## src/rtl/keypad_scanner.sv

```systemverilog
// Matrix keypad scanner: walks active-low columns, classifies each frame,
// and debounces single-key presses and releases over whole frames.
module keypad_scanner #(
    parameter int NROWS    = 4,
    parameter int NCOLS    = 4,
    parameter int SETTLE   = 2,
    parameter int DEBOUNCE = 3,
    parameter int KEYW     = $clog2(NROWS * NCOLS)
) (
    input  logic             clock,
    input  logic             reset,
    input  logic             enable,
    input  logic [NROWS-1:0] row_in,
    output logic [NCOLS-1:0] col_drive,
    output logic [KEYW-1:0]  key,
    output logic             key_valid,
    output logic             key_release,
    output logic             key_held,
    output logic             multi_key
);

    localparam int COLW  = $clog2(NCOLS);
    localparam int SLOTW = $clog2(SETTLE + 1);
    localparam int CNTW  = $clog2(DEBOUNCE + 1);
    localparam int ROWW  = $clog2(NROWS);

    typedef enum logic [1:0] {S_IDLE, S_DEBOUNCE, S_HELD, S_RELEASE} state_t;

    state_t           state;
    logic             active;
    logic [COLW-1:0]  col;
    logic [COLW-1:0]  col_next;
    logic [SLOTW-1:0] slot;
    logic [CNTW-1:0]  cnt;
    logic [KEYW-1:0]  cand;
    logic [1:0]       acc_hits;
    logic [KEYW-1:0]  acc_code;

    logic [1:0]       col_hits;
    logic [ROWW-1:0]  hit_row;
    logic [2:0]       hit_sum;
    logic [1:0]       frame_hits;
    logic [KEYW-1:0]  frame_code;
    logic             sample;
    logic             frame_end;
    logic             single;
    logic             cnt_done;

    // Closures are counted saturating at 2; only the first one's code matters.
    always_comb begin
        col_hits = '0;
        hit_row  = '0;
        for (int unsigned r = 0; r < NROWS; r++) begin
            if (!row_in[r]) begin
                if (col_hits == 2'd0) hit_row = ROWW'(r);
                if (col_hits != 2'd2) col_hits = col_hits + 2'd1;
            end
        end
        hit_sum    = {1'b0, acc_hits} + {1'b0, col_hits};
        frame_hits = (hit_sum > 3'd2) ? 2'd2 : hit_sum[1:0];
        frame_code = (acc_hits != 2'd0) ? acc_code
                                        : KEYW'(int'(hit_row) * NCOLS + int'(col));
    end

    assign sample    = active && (slot == SLOTW'(SETTLE - 1));
    assign frame_end = sample && (col == COLW'(NCOLS - 1));
    assign col_next  = (col == COLW'(NCOLS - 1)) ? '0 : col + COLW'(1);
    assign single    = (frame_hits == 2'd1);
    assign cnt_done  = (int'(cnt) + 1 >= DEBOUNCE);
    assign key_held  = (state == S_HELD) || (state == S_RELEASE);

    always_ff @(posedge clock or negedge reset) begin
        if (!reset) begin
            state       <= S_IDLE;
            active      <= 1'b0;
            col         <= '0;
            slot        <= '0;
            cnt         <= '0;
            cand        <= '0;
            acc_hits    <= '0;
            acc_code    <= '0;
            col_drive   <= '1;
            key         <= '0;
            key_valid   <= 1'b0;
            key_release <= 1'b0;
            multi_key   <= 1'b0;
        end else begin
            key_valid   <= 1'b0;
            key_release <= 1'b0;
            if (!enable) begin
                state     <= S_IDLE;
                active    <= 1'b0;
                col       <= '0;
                slot      <= '0;
                cnt       <= '0;
                acc_hits  <= '0;
                acc_code  <= '0;
                col_drive <= '1;
            end else if (!active) begin
                active    <= 1'b1;
                col       <= '0;
                slot      <= '0;
                col_drive <= ~NCOLS'(1);
            end else if (!sample) begin
                slot <= slot + SLOTW'(1);
            end else begin
                slot      <= '0;
                col       <= col_next;
                col_drive <= ~(NCOLS'(1) << col_next);
                if (!frame_end) begin
                    acc_hits <= frame_hits;
                    acc_code <= frame_code;
                end else begin
                    acc_hits  <= '0;
                    acc_code  <= '0;
                    multi_key <= (frame_hits == 2'd2);
                    case (state)
                        S_IDLE: begin
                            if (single) begin
                                cand <= frame_code;
                                if (DEBOUNCE <= 1) begin
                                    state     <= S_HELD;
                                    key       <= frame_code;
                                    key_valid <= 1'b1;
                                    cnt       <= '0;
                                end else begin
                                    state <= S_DEBOUNCE;
                                    cnt   <= CNTW'(1);
                                end
                            end
                        end
                        S_DEBOUNCE: begin
                            if (single && frame_code == cand) begin
                                if (cnt_done) begin
                                    state     <= S_HELD;
                                    key       <= cand;
                                    key_valid <= 1'b1;
                                    cnt       <= '0;
                                end else begin
                                    cnt <= cnt + CNTW'(1);
                                end
                            end else begin
                                state <= S_IDLE;
                                cnt   <= '0;
                            end
                        end
                        S_HELD: begin
                            if (!(single && frame_code == key)) begin
                                if (DEBOUNCE <= 1) begin
                                    state       <= S_IDLE;
                                    key_release <= 1'b1;
                                    cnt         <= '0;
                                end else begin
                                    state <= S_RELEASE;
                                    cnt   <= CNTW'(1);
                                end
                            end
                        end
                        S_RELEASE: begin
                            if (single && frame_code == key) begin
                                state <= S_HELD;
                                cnt   <= '0;
                            end else if (cnt_done) begin
                                state       <= S_IDLE;
                                key_release <= 1'b1;
                                cnt         <= '0;
                            end else begin
                                cnt <= cnt + CNTW'(1);
                            end
                        end
                        default: state <= S_IDLE;
                    endcase
                end
            end
        end
    end

endmodule
```

## config.mk

```make
export PLATFORM = sky130hd
export DESIGN_NAME = keypad_scanner
export DESIGN_NICKNAME = d
export VERILOG_FILES = /design/src/rtl/keypad_scanner.sv
export SDC_FILE = /design/constraint.sdc
export NUM_CORES = 1
export LEC_CHECK = 0
export BUFFER_PORTS_ARGS = -buffer_cell sky130_fd_sc_hd__buf_2
export CAP_MARGIN = 0
export CORE_MARGIN = 5
export CORE_UTILIZATION = 35
export DETAILED_ROUTE_END_ITERATION = 12
export GPL_TIMING_DRIVEN = 0
export PLACE_DENSITY_LB_ADDON = 0.25
export SLEW_MARGIN = 20
export SYNTH_ARGS = -nofsm -noshare
export SYNTH_HDL_FRONTEND = slang
export SYNTH_SLANG_ARGS = --single-unit
```

## constraint.sdc

```tcl
create_clock -name clock -period 4.3 [get_ports clock]
set_input_delay 0 -clock clock [delete_from_list [all_inputs] [get_ports clock]]
set_output_delay 0 -clock clock [all_outputs]
set_load 0.02 [all_outputs]
```

==> metrics <==
top cells by area, synth=dfrtp_1, ha_1, dfstp_2; Std-Cell Rows=25; distinct cell type count after synthesis=45; postcts setup bufs=0; status=complete, no violations; Clock Latency Late Sink=between 0.2 and 0.3 ns; Synth area leader=dfrtp_1; die area=0.00641 mm2; WL/cell=13.1 um; Final Setup Violations=0; core area=0.00475 mm2; largest family of logic cells by synthesized area=compound AO/OA/AOI/OAI gates; mux share of post-synthesis cell area=0.0547; register share of total power=0.493; Required @ worst endpoint=about 4.5 ns; Worst-path clk slew=approximately 0.06 ns; PostCTS Resize Cnt=0; Syn Inst Count=171; number of global-route vias before repair=around 1,300; R2R Path End=key[3]; simple-gate share of the synthesized area=0.163; Fmax achieved=around 0.35 GHz; Worst Path Max Fanout=6; layout cells sized above 1=0.206; Psw=0.146 mW; I/O Pins=19; Pwr Density=a little under 300 mW/mm2; Critical Path Start Type=input port; commonest non-fill, non-tap cell in the layout=dfrtp_1; cell area after placement=about 0.0019 mm2; final hold vios=0; initial DRC count=between 100 and 150; Worst Reg-to-Reg Cells=9; critical path type=input port to flop; Switching Fraction=0.248; Initial Util=0.361; Core Util, Final=0.421; DP HPWL=2.51 mm; cell-internal power=0.444 mW; antenna-violating nets left=0; Inst Count DP=around 260; relative slew slack=0.391; cts hold-fix bufs=2; Synth Cell Area=0.00172 mm2; Min-Delay Path Class=input port to async pin; CTS Buf Count=5; yosys warns=0; initial antenna violation count=0; final worst path period share=0.669; RSZ-0062 raised after global routing=no; Max Transition Viols Final=0; # nets final=about 220; internal reg-to-reg setup slack=about 1.6 ns; DR DRC count=0; Final Skew=0.00322 ns; DIE HEIGHT=between 80 and 90 um; total track usage=0.124; final non-filler cell total=~270; r2r startpoint=acc_hits[1]; CTS root buffer=clkbuf_8; area share of the largest cell type after synthesis=0.379; XOR/XNOR Fraction of Synth Area=0.0357; first-pass GRT wire length=6.04 mm; Mean Syn Cell Area=10.0 um2; Clk network pwr share=0.392; Seq/Total Area, Yosys=0.440; most frequent cells in the layout=dfrtp_1, buf_2, nor2_1, inv_1, a21oi_1; final total negative setup slack=0 ns; Pre-antenna DRT Iters=4; Async SR Flop Fraction=1.00; final wirelength=roughly 3.5 mm; via/cell ratio=4.87; die extent in x=around 80 um; n_diodes=0; via count=around 1,300; crit path DAT=around 3.0 ns; CP Capture Type=flop; Clock Sinks=30; Final min period=about 2.9 ns; Gate power share=0.116; Adder-Cell Fraction of Synth Area=0.0845; Area growth, synth to finish=16.5%; TritonCTS clock tree=yes; Post-Synthesis Net Count=around 190; Post-synth EDFFs=0; GP Congestion=between 0.7 and 0.8; input/output buffers=18; ys flop type=dfrtp_1; Fill cells=500; Synth Area in Compound Gates=0.166; htree depth=2; Leakage=between 0.9 and 1 nW; pin count of the biggest net entering global routing=31; Longest Clk Path Bufs=2; Slew @ Worst Pin=slightly above 0.9 ns; Max VDD drop=0.000129 V; overflow left after global routing=0; max_cap viols=0; Yosys reg bits=30; Tot Pwr=just under 0.6 mW; finished layout cell area=around 0.0020 mm2
-- sequential cells by signal, summed over array words and instances, names as in the netlist, 2 cells and up --
signal	cells
cand	4
col	2
cnt	2
acc_code	4
acc_hits	2
key	4
state	2
slot	2
col_drive	4
-- kinds of logic (layout without fill, tap and decap cells) --
family | Yosys count | in the layout
xor+xnor | 7 | 7
simple gates | 54 | 54
mux | 7 | 7
compound gates | 41 | 41
flops | 30 | 30
buf+inv | 21 | 49
fa+ha+maj | 11 | 11
-- critical path, stage by stage --
cell and delay [ns]:
buf_2 0.11, inv_1 0.06, ha_1 0.33, nor2b_1 0.15, xnor2_1 0.12, a22o_1 0.24, fa_1 0.54, nand3_1 0.24
a2111oi_0 0.33, and4_1 0.34, and2b_1 0.16, buf_6 0.12, mux2_4 0.30
-- cell usage after synthesis (all sizes together), types with 4 or more instances --
| cell | count |
|---|---|
| mux2 | 7 |
| dfstp | 4 |
| a21oi | 11 |
| nor2 | 18 |
| ha | 10 |
| nor3 | 4 |
| xnor2 | 5 |
| nand2 | 8 |
| o21ai | 6 |
| dfrtp | 26 |
| nand3 | 5 |
| clkbuf | 5 |
| inv | 13 |
-- worst max path at each step --
stage          slack [ns]  cells past startpoint  endpoint      start
6_report             1.42                     13    key[3]  row_in[0]
4_1_cts              1.41                     10   cand[2]  row_in[0]
3_3_place_gp         1.12                     10   cand[3]  row_in[0]
3_5_place_dp         1.12                     10   cand[2]  row_in[0]
2_1_floorplan        1.61                     12    key[0]  row_in[0]
5_1_grt              1.20                     10   cand[2]  row_in[0]
-- power groups by stage --
stage,sequential (mW),combinational (mW),clock (mW)
floorplan,0.297,0.0431,0
global placement,0.295,0.0675,0
detailed placement,0.295,0.0677,0
CTS,0.290,0.0693,0.238
global route,0.291,0.0775,0.255
finish,0.290,0.0681,0.231
-- stage by stage --
stage / worst slack [ns] / hold WS, ns
floorplan: 1.61 / -0.296
global placement: 1.12 / 0.0764
detailed placement: 1.12 / 0.0826
CTS: 1.41 / 0.311
global route: 1.20 / 0.367
finish: 1.42 / 0.298
-- cell type report --
cell class | instances | area [um2] | share of cell area
Sequential cell | 30 | 756 | 0.378
Inverter | 13 | 48.8 | 0.0244
Multi-Input combinational cell | 120 | 866 | 0.433
Buffer | 8 | 46.3 | 0.0231
Clock buffer | 8 | 90.1 | 0.0450
Tap cell | 67 | 83.8 | 0.0419
Timing Repair Buffer | 20 | 110 | 0.0550
-- routing by layer --
| metal | GRT usage | wire [um] | share of wire |
|---|---|---|---|
| met4 | 0.0456 | 59 | 0.017 |
| met2 | 0.190 | 1560 | 0.45 |
| met3 | 0.0406 | 106 | 0.030 |
| met1 | 0.162 | 1760 | 0.50 |
| met5 | 0 | 0 | 0 |
Note: power is estimated with default switching activity, not from simulation.
